<file path="src/rtl/muldiv_pkg.sv">
// Shared definitions for the iterative multiply/divide unit: op encodings,
// FSM states and a width-agnostic conditional two's-complement negate.
package muldiv_pkg;

   localparam logic [1:0] OP_MULT  = 2'b00;
   localparam logic [1:0] OP_MULTU = 2'b01;
   localparam logic [1:0] OP_DIV   = 2'b10;
   localparam logic [1:0] OP_DIVU  = 2'b11;

   // Widest value cond_neg handles; callers zero-extend in and truncate out.
   localparam int unsigned NEG_MAX_W = 128;

   typedef enum logic [1:0] {
      ST_IDLE = 2'd0,
      ST_CALC = 2'd1,
      ST_FIX  = 2'd2
   } state_t;

   // Low-order bits of the result are correct for any narrower call-site width.
   function automatic logic [NEG_MAX_W-1:0] cond_neg(input logic [NEG_MAX_W-1:0] x,
                                                     input logic en);
      return en ? (~x + NEG_MAX_W'(1)) : x;
   endfunction

endpackage

</file>
<file path="src/rtl/muldiv_seq.sv">
// Iterative radix-2 multiply/divide unit holding the CPU's HI/LO registers.
// One shift-add or restoring-divide step per clock; WIDTH+1 cycles per operation.
module muldiv_seq
   import muldiv_pkg::*;
#(
   parameter int WIDTH = 32
) (
   input  logic             clk,
   input  logic             rst,
   input  logic             start,
   input  logic [1:0]       op,
   input  logic [WIDTH-1:0] a,
   input  logic [WIDTH-1:0] b,
   input  logic             cancel,
   input  logic             hi_we,
   input  logic             lo_we,
   input  logic [WIDTH-1:0] wdata,
   output logic             busy,
   output logic             done,
   output logic [WIDTH-1:0] hi,
   output logic [WIDTH-1:0] lo
);

   localparam int CW = $clog2(WIDTH + 1);
   localparam logic [CW-1:0] LAST_STEP = CW'(WIDTH - 1);

   state_t               state, state_nxt;
   logic                 busy_nxt, done_nxt;
   logic [CW-1:0]        cnt;

   logic                 div_q;
   logic                 neg_q;
   logic                 neg_r;
   logic                 dz_q;
   logic [WIDTH-1:0]     raw_a;
   logic [WIDTH-1:0]     opa;
   logic [WIDTH-1:0]     opb;
   logic [2*WIDTH-1:0]   prod;
   logic [WIDTH-1:0]     rem;
   logic [WIDTH-1:0]     quo;
   logic [WIDTH-1:0]     hi_q, lo_q;

   logic                 sgn_in;
   logic [WIDTH-1:0]     a_abs, b_abs;
   logic [WIDTH:0]       mul_sum;
   logic [WIDTH:0]       div_shift;
   logic [WIDTH:0]       div_diff;
   logic [2*WIDTH-1:0]   prod_fix;
   logic [WIDTH-1:0]     quo_fix, rem_fix;

   always_comb begin
      sgn_in    = ~op[0];
      a_abs     = WIDTH'(cond_neg(NEG_MAX_W'(a), sgn_in & a[WIDTH-1]));
      b_abs     = WIDTH'(cond_neg(NEG_MAX_W'(b), sgn_in & b[WIDTH-1]));
      mul_sum   = {1'b0, prod[2*WIDTH-1:WIDTH]} + (prod[0] ? {1'b0, opa} : '0);
      div_shift = {rem, quo[WIDTH-1]};
      div_diff  = div_shift - {1'b0, opb};
      prod_fix  = (2*WIDTH)'(cond_neg(NEG_MAX_W'(prod), neg_q));
      quo_fix   = WIDTH'(cond_neg(NEG_MAX_W'(quo), neg_q));
      rem_fix   = WIDTH'(cond_neg(NEG_MAX_W'(rem), neg_r));
   end

   always_comb begin
      state_nxt = state;
      busy_nxt  = 1'b0;
      done_nxt  = 1'b0;
      case (state)
         ST_IDLE: begin
            if (start) begin
               state_nxt = ST_CALC;
               busy_nxt  = 1'b1;
            end
         end
         ST_CALC: begin
            if (cancel) begin
               state_nxt = ST_IDLE;
            end else begin
               busy_nxt = 1'b1;
               if (cnt == LAST_STEP) state_nxt = ST_FIX;
            end
         end
         ST_FIX: begin
            state_nxt = ST_IDLE;
            done_nxt  = ~cancel;
         end
         default: state_nxt = ST_IDLE;
      endcase
   end

   always_ff @(posedge clk or posedge rst) begin
      if (rst) begin
         state <= ST_IDLE;
         busy  <= 1'b0;
         done  <= 1'b0;
      end else begin
         state <= state_nxt;
         busy  <= busy_nxt;
         done  <= done_nxt;
      end
   end

   always_ff @(posedge clk or posedge rst) begin
      if (rst) begin
         cnt   <= '0;
         div_q <= 1'b0;
         neg_q <= 1'b0;
         neg_r <= 1'b0;
         dz_q  <= 1'b0;
         raw_a <= '0;
         opa   <= '0;
         opb   <= '0;
         prod  <= '0;
         rem   <= '0;
         quo   <= '0;
         hi_q  <= '0;
         lo_q  <= '0;
      end else begin
         case (state)
            ST_IDLE: begin
               if (hi_we) hi_q <= wdata;
               if (lo_we) lo_q <= wdata;
               if (start) begin
                  cnt   <= '0;
                  div_q <= op[1];
                  neg_q <= sgn_in & (a[WIDTH-1] ^ b[WIDTH-1]);
                  neg_r <= sgn_in & a[WIDTH-1];
                  dz_q  <= (b == '0);
                  raw_a <= a;
                  opa   <= a_abs;
                  opb   <= b_abs;
                  prod  <= {{WIDTH{1'b0}}, b_abs};
                  rem   <= '0;
                  quo   <= a_abs;
               end
            end
            ST_CALC: begin
               if (!cancel) begin
                  cnt <= cnt + CW'(1);
                  if (div_q) begin
                     // Restore by keeping the unsubtracted value when the trial goes negative.
                     rem <= div_diff[WIDTH] ? div_shift[WIDTH-1:0] : div_diff[WIDTH-1:0];
                     quo <= {quo[WIDTH-2:0], ~div_diff[WIDTH]};
                  end else begin
                     prod <= {mul_sum, prod[WIDTH-1:1]};
                  end
               end
            end
            ST_FIX: begin
               if (!cancel) begin
                  if (div_q) begin
                     if (dz_q) begin
                        hi_q <= raw_a;
                        lo_q <= '1;
                     end else begin
                        hi_q <= rem_fix;
                        lo_q <= quo_fix;
                     end
                  end else begin
                     hi_q <= prod_fix[2*WIDTH-1:WIDTH];
                     lo_q <= prod_fix[WIDTH-1:0];
                  end
               end
            end
            default: ;
         endcase
      end
   end

   assign hi = hi_q;
   assign lo = lo_q;

endmodule

</file>
<file path="config.mk">
export PLATFORM = sky130hd
export DESIGN_NAME = muldiv_seq
export DESIGN_NICKNAME = d
export VERILOG_FILES = /design/src/rtl/muldiv_pkg.sv /design/src/rtl/muldiv_seq.sv
export SDC_FILE = /design/constraint.sdc
export NUM_CORES = 1
export LEC_CHECK = 0
export ABC_AREA = 0
export BUFFER_PORTS_ARGS = -buffer_cell sky130_fd_sc_hd__clkbuf_2
export CORE_UTILIZATION = 55
export DETAILED_ROUTE_END_ITERATION = 8
export PLACE_DENSITY = 0.73
export SLEW_MARGIN = 5
export SYNTH_ARGS = -nofsm -noshare
export SYNTH_HDL_FRONTEND = slang
export SYNTH_SLANG_ARGS = --single-unit
</file>
<file path="constraint.sdc">
create_clock -name clk -period 10.31 [get_ports clk]
set_input_delay 0.5155 -clock clk [delete_from_list [all_inputs] [get_ports clk]]
set_output_delay 0.5155 -clock clk [all_outputs]
set_load 0.02 [all_outputs]
</file>
==> impl_metrics.tcl, run 1 <==
set metrics [dict create \
    status "complete, no violations" \
    htreeDepth 2 \
    dp_cells 2999 \
    grt_use_total_pct 36.4 \
    crit_chain "clkinv_1 -> nor3_1 -> a21oi_1 -> or2_2 -> nor2_4 -> buf_4 -> nor2_1 -> inv_1 -> o21ai_4 -> buf_4 -> a32oi_1 -> o31ai_1" \
    crit_path_frequent_cell "buf_4" \
    finalCritPeriodShare_pct 42.3 \
    cp_max_fo 96 \
    finClkSkew_ns 0.0148 \
    io_pins 170 \
    p_int_uw 3570 \
    ff2ff_setup_slack_ns 5.95 \
    via_per_inst 6.36 \
    synthCells 2491 \
    gp_congestion 0.992 \
    dp_hpwl_mm 52.1 \
    power_frac_clock_pct 19.6 \
    ys_warn_count 0 \
    seq_power_share_pct 33.1 \
    crit_family "buffers and inverters" \
    ys_ff_latch 301 \
    switching_power_uw 3070 \
    grt.overflow.total 0 \
    final_nets 2744 \
    cts_resized 0 \
    fin_tns_setup_ns 0 \
    cp-endpoint "rem[26]" \
    grt_max_degree 173 \
    switching_share_pct 46.3 \
    tritoncts "done" \
    cts_max_path_buffers 3 \
    synth-main-ff-cell "dfrtp_1" \
    grt_pass1_vias 17900 \
    dieArea_sq_um 37800 \
    synth.cell_area_sq_um 20400 \
    final_area_sq_um 22700 \
    slew_headroom_pct 23.0 \
    rows 70 \
    ys_seq_area_share_pct 36.9 \
    reg2reg_from "state[0]" \
    clkLatencyLatePin_ns 0.53 \
    die_y_um 195 \
    max_freq_mhz 230 \
    synth.avg_cell_area_sq_um 8.19 \
    critical_path_required_ns 10.68 \
    wire_per_inst_um 22.6 \
    hold_buffers 0 \
    synth_edf_count 0 \
    cp.arrival_ns 4.72 \
    worstHoldPathType "in2async" \
    area_growth_pct 11.1 \
    maxCapViolCount 0 \
    critical_path_buf_inv_count 4 \
    antenna_found_initial 0 \
    min_period_ns 4.36 \
    syn_nets 2667 \
    wl_mm 69.2 \
    dpl_cell_area_sq_um 21400 \
    fin_util_pct 62.0 \
    layout.cells.non_filler 3062 \
    ant_nets 0 \
    drv_slew 0 \
    criticalPathCategory "reg2reg" \
    cts_inserted_buffers 35 \
    start_util_pct 55.8 \
    die_w_um 195 \
    worst_path_largest_cell_delay_ns 0.91 \
    coreArea_sq_um 36500 \
    cts_root_buf "clkbuf_16" \
    timing.rr.end "rem[26]" \
    end_kind "register" \
    fillers 3235 \
    rsz0062_at_grt "no" \
    setup_viol 0 \
    worstSetupStartpointType "register" \
    drcViolationCount 0 \
    synth_cell_types 84 \
    combPwrFrac_pct 47.2 \
    crit_start "state[0]" \
    post_cts_buffers 0 \
    grt_pass1_wl_mm 106 \
    diodes 0 \
    portBuffers 169 \
    path_clk_slew_ns 0.06 \
    first_pass_iters 6 \
    crit_cells 12 \
    worstMarginPinSlew_ns 1.15 \
    ys_async_sr_fraction_pct 100 \
    critPathSlowestCell "clkinv_1" \
    cts_sinks 301 \
    ff2ff_path_depth 12 \
    power.leakage_uw 0.0102 \
    drive_above_1_share_pct 11.4 \
    finalHoldViolCount 0 \
    peakVddDrop_mv 0.196 \
    num_vias 19500 \
    finalPower_uw 6640 \
    power.density_nw_per_um2 293 \
    first_iter_violations 2097 \
]
==> synth_stat cells, drive strengths merged (9+ instances only) <==
cell type  instances  area, sq um
o41ai             18          184
mux2i             26          260
nand3             28          140
a221oi            16          146
xor2             113          990
nor2             183          687
a211oi             9         67.6
or4               27          226
nand2b            27          169
nor4              21          168
and2              36          225
a21o              21          158
xnor2            118         1030
clkbuf           128          488
or2               12         75.1
nand4             12         96.3
inv               71          267
nand2            417         1570
o31ai             47          367
a21oi            155          776
o211ai            26          195
buf               19          114
or3               31          199
nor2b             13         81.3
nor3              43          230
o221ai            26          228
dfrtp            301         7530
a31oi             37          231
o311ai            14          123
o22ai             39          244
o21a              12         90.1
o21ai            300         1500
ha                70          876
==> sequential cells by signal, summed over array words and instances (netlist names) <==
name,count
cnt,6
state,2
quo,32
raw_a,32
opa,31
lo,32
dz_q,1
busy,1
neg_r,1
rem,32
neg_q,1
done,1
prod,64
opb,32
div_q,1
hi,32
==> cell usage in the layout (no fill, tap or decap), drive strengths merged, types with 43 or more instances in the layout <==
| cell | count |
|---|---|
| nand2 | 417 |
| clkbuf | 225 |
| xnor2 | 118 |
| nor2 | 183 |
| dfrtp | 301 |
| o31ai | 47 |
| ha | 70 |
| xor2 | 113 |
| a21oi | 155 |
| nor3 | 43 |
| o21ai | 300 |
| inv | 72 |
==> power by group through the flow <==
| stage | clock (uW) | combinational (uW) | sequential [uW] |
|---|---|---|---|
| 5_1_grt | 1360 | 3450 | 2250 |
| 3_3_place_gp | 0 | 2990 | 2180 |
| 6_report | 1300 | 3140 | 2200 |
| 3_5_place_dp | 0 | 3070 | 2200 |
| 2_1_floorplan | 0 | 2160 | 2160 |
| 4_1_cts | 1310 | 3090 | 2180 |
==> worst min-delay path by stage <==
stage                     to  startpoint
finish              prod[22]         rst
global route           div_q       op[1]
CTS                 prod[14]         rst
detailed placement  raw_a[9]    raw_a[9]
global placement     opa[28]     opa[28]
floorplan           state[1]      cnt[5]
==> per-layer routing <==
layer  part of all wire, %  GRT usage (%)  up-vias
met2                    43           54.0      974
met1                    42           52.1     9333
li1                      -              -     9012
met3                   9.7           6.35      161
met5                     0              0        -
met4                   4.7           15.7        0
==> kinds of logic after synthesis <==
group	Yosys count	synth area share, %
and+or+nand+nor	874	19.9
AOI/OAI and AO/OA	765	23.1
DFF	301	36.9
xor gates and xnor gates	231	9.92
buffers and inverters	219	4.28
adders and majority gates	72	4.49
muxes	29	1.44
==> area by class of cell <==
class | instances | area (sq um) | share of cell area, %
sequential | 301 | 7530 | 33.3
timing repair buffer | 187 | 993 | 4.39
inverter | 72 | 278 | 1.23
tap | 468 | 586 | 2.59
clock inverter | 7 | 88.8 | 0.392
clock buffer | 56 | 1120 | 4.93
multi-input combinational | 1971 | 12100 | 53.2
==> worst reg2reg max path, cell delays in order (launching register included) <==
cell and delay, ns:
dfrtp_1 0.50, clkinv_1 0.91, nor3_1 0.42, a21oi_1 0.08, or2_2 0.35, nor2_4 0.08, buf_4 0.57, nor2_1 0.21
inv_1 0.17, o21ai_4 0.06, buf_4 0.40, a32oi_1 0.32, o31ai_1 0.11
==> through the flow <==
| stage | worst slack [ns] | hold slack, ns |
|---|---|---|
| final | 5.95 | 0.132 |
| after floorplan | 1.48 | 0.436 |
| after CTS | 5.96 | 0.206 |
| after global routing | 5.48 | 0.228 |
| after detailed placement | 6.02 | 0.462 |
| after global placement | 6.13 | 0.452 |
Note: power is estimated with default switching activity, not from simulation.
==> inputs of run 2 (changes only) <==
Clock period 10.31 ns to 4.5 ns, I/O delays scaled along.
==> run 2 against run 1 <==
Count of clock-buffer cells in the layout down 2. Routed wire length is 6.0% higher. Cell area rose by 3.0%. Fmax up 9.1%. Combinational power increased by 140%. Total power rose by 140%. Largest cell class unchanged. Critical path depth unchanged. Final cell count increased by 2.1%. Sequential power up 130%. Global-route usage increased by 2.1 points. Sequential share of layout area down 0.95 points.
==> impl_metrics.tcl, run 2 (synthesis gave the netlist of run 1 again) <==
set metrics [dict create \
    status "complete, no violations" \
    grt_pass1_wl_mm 111 \
    critical_path_required_ns 4.90 \
    diodes 0 \
    hold_start "wdata[20]" \
    cp_max_fo 12 \
    worstMarginPinSlew_ns 1.36 \
    grt.overflow.total 0 \
    regMostFlops "prod" \
    dp_hpwl_mm 55.1 \
    crit_start "prod[0]" \
    gp_congestion 1.02 \
    fin_util_pct 63.9 \
    power.leakage_uw 0.0105 \
    rsz0062_at_grt "no" \
    dpl_cell_area_sq_um 21500 \
    hold_buffers 51 \
    start_util_pct 55.8 \
    cts_root_buf "clkbuf_16" \
    post_cts_buffers 0 \
    die_y_um 195 \
    criticalPathCategory "reg2reg" \
    path_clk_slew_ns 0.06 \
    grt_max_degree 169 \
    grt_use_total_pct 38.4 \
    worstSetupStartpointType "register" \
    rows 70 \
    antenna_found_initial 4 \
    first_iter_violations 2350 \
    first_pass_iters 6 \
    num_vias 20100 \
    reg2reg_from "prod[0]" \
    ff_latch_area_sq_um 7530 \
    layout.cells.most_common "nand2_1" \
    die_w_um 195 \
    cts_inserted_buffers 36 \
    max_freq_mhz 250 \
    finClkSkew_ns 0.0244 \
    power.density_nw_per_um2 674 \
    via_per_inst 6.44 \
    area_growth_pct 14.4 \
    wl_mm 73.4 \
    largest_register_ffs 64 \
    cp-endpoint "prod[56]" \
    grt_pass1_vias 18500 \
    final_nets 2807 \
    htreeDepth 2 \
    drive_above_1_share_pct 11.6 \
    layout_common_cells "nand2_1 (417), dfrtp_1 (299), o21ai_0 (296), nor2_1 (181), clkbuf_2 (169)" \
    fin_tns_setup_ns 0 \
    drcViolationCount 0 \
    cp.arrival_ns 4.40 \
    final_area_sq_um 23300 \
    finalCritPeriodShare_pct 88.8 \
    slew_headroom_pct 8.37 \
    cts_sinks 301 \
    multi_input_area_sq_um 12100 \
    ff2ff_path_depth 12 \
    io_pins 170 \
    cts_max_path_buffers 3 \
    tritoncts "done" \
    finalHoldViolCount 0 \
    clkLatencyLatePin_ns 0.57 \
    fillers 3123 \
    ff2ff_setup_slack_ns 0.51 \
    dieArea_sq_um 37800 \
    ant_nets 0 \
    timing.rr.end "prod[56]" \
    cts_resized 0 \
    maxCapViolCount 0 \
    drv_slew 0 \
    setup_viol 0 \
    wire_per_inst_um 23.5 \
    portBuffers 169 \
    coreArea_sq_um 36500 \
    end_kind "register" \
    min_period_ns 3.99 \
    worstHoldPathType "in2reg" \
    peakVddDrop_mv 0.498 \
]
==> run 2: cell count changes in the layout (fill, tap and decap cells not counted), sizes merged <==
| cell | delta |
|---|---|
| buf | +11 |
| bufinv | +2 |
| clkbuf | -2 |
| clkinvlp | +1 |
| dlygate4sd3 | +51 |
==> run 2: worst min path at each step <==
stage / end / depth (start not counted) / slack (ns)
6_report: lo[20] / 3 / 0.02
5_1_grt: lo[20] / 3 / 0.04
4_1_cts: lo[20] / 3 / 0.003
3_5_place_dp: prod[25] / 2 / 0.16
3_3_place_gp: prod[20] / 2 / 0.15
2_1_floorplan: neg_q / 1 / 0.31
==> run 2: per-stage QoR <==
| stage | power [uW] | hold slack (ns) | instances | worst slack, ns |
|---|---|---|---|---|
| global route | 16600 | 0.0413 | 3125 | 0.307 |
| detailed placement | 12300 | 0.157 | 3010 | 0.679 |
| global placement | 12100 | 0.155 | 3010 | 0.795 |
| finish | 15700 | 0.0186 | 3125 | 0.505 |
| floorplan | 9890 | 0.314 | 2491 | 0.274 |
| CTS | 15500 | 0.00315 | 3125 | 0.685 |
==> run 2: worst max-delay path, cell delays in order, from the launching register on <==
cell and delay, ns:
dfrtp_1 0.63, buf_4 0.26, and2_1 0.14, ha_1 0.26, o21ai_0 0.26, o21ai_0 0.19, a21oi_1 0.23, o21ai_0 0.27
a41oi_1 0.73, o21ai_0 0.33, a211oi_1 0.30, xor2_1 0.15, o21ai_0 0.08
==> run 2: where the power goes <==
part / switching (uW) / internal (uW) / leakage (uW)
Sequential: 1320 / 3820 / 0.00375
Clock: 1220 / 1920 / 0.000624
Combinational: 4800 / 2630 / 0.00614
==> run 2: cell type report <==
| class | count | share of cell area, % |
|---|---|---|
| inverters | 72 | 1.18 |
| clock buffers | 54 | 4.72 |
| clock inverters | 10 | 0.692 |
| flip-flops and latches | 301 | 32.3 |
| well taps | 468 | 2.51 |
| multi-input cells | 1971 | 51.7 |
| repair buffers | 249 | 6.91 |
==> run 2: routing by layer <==
metal / up-vias / global-route usage [%] / wire (um)
met1: 9689 / 54.0 / 31000
met2: 1138 / 58.8 / 32200
met3: 161 / 8.28 / 7760
met5: - / 0 / 27
li1: 9135 / - / -
met4: 4 / 12.8 / 2430
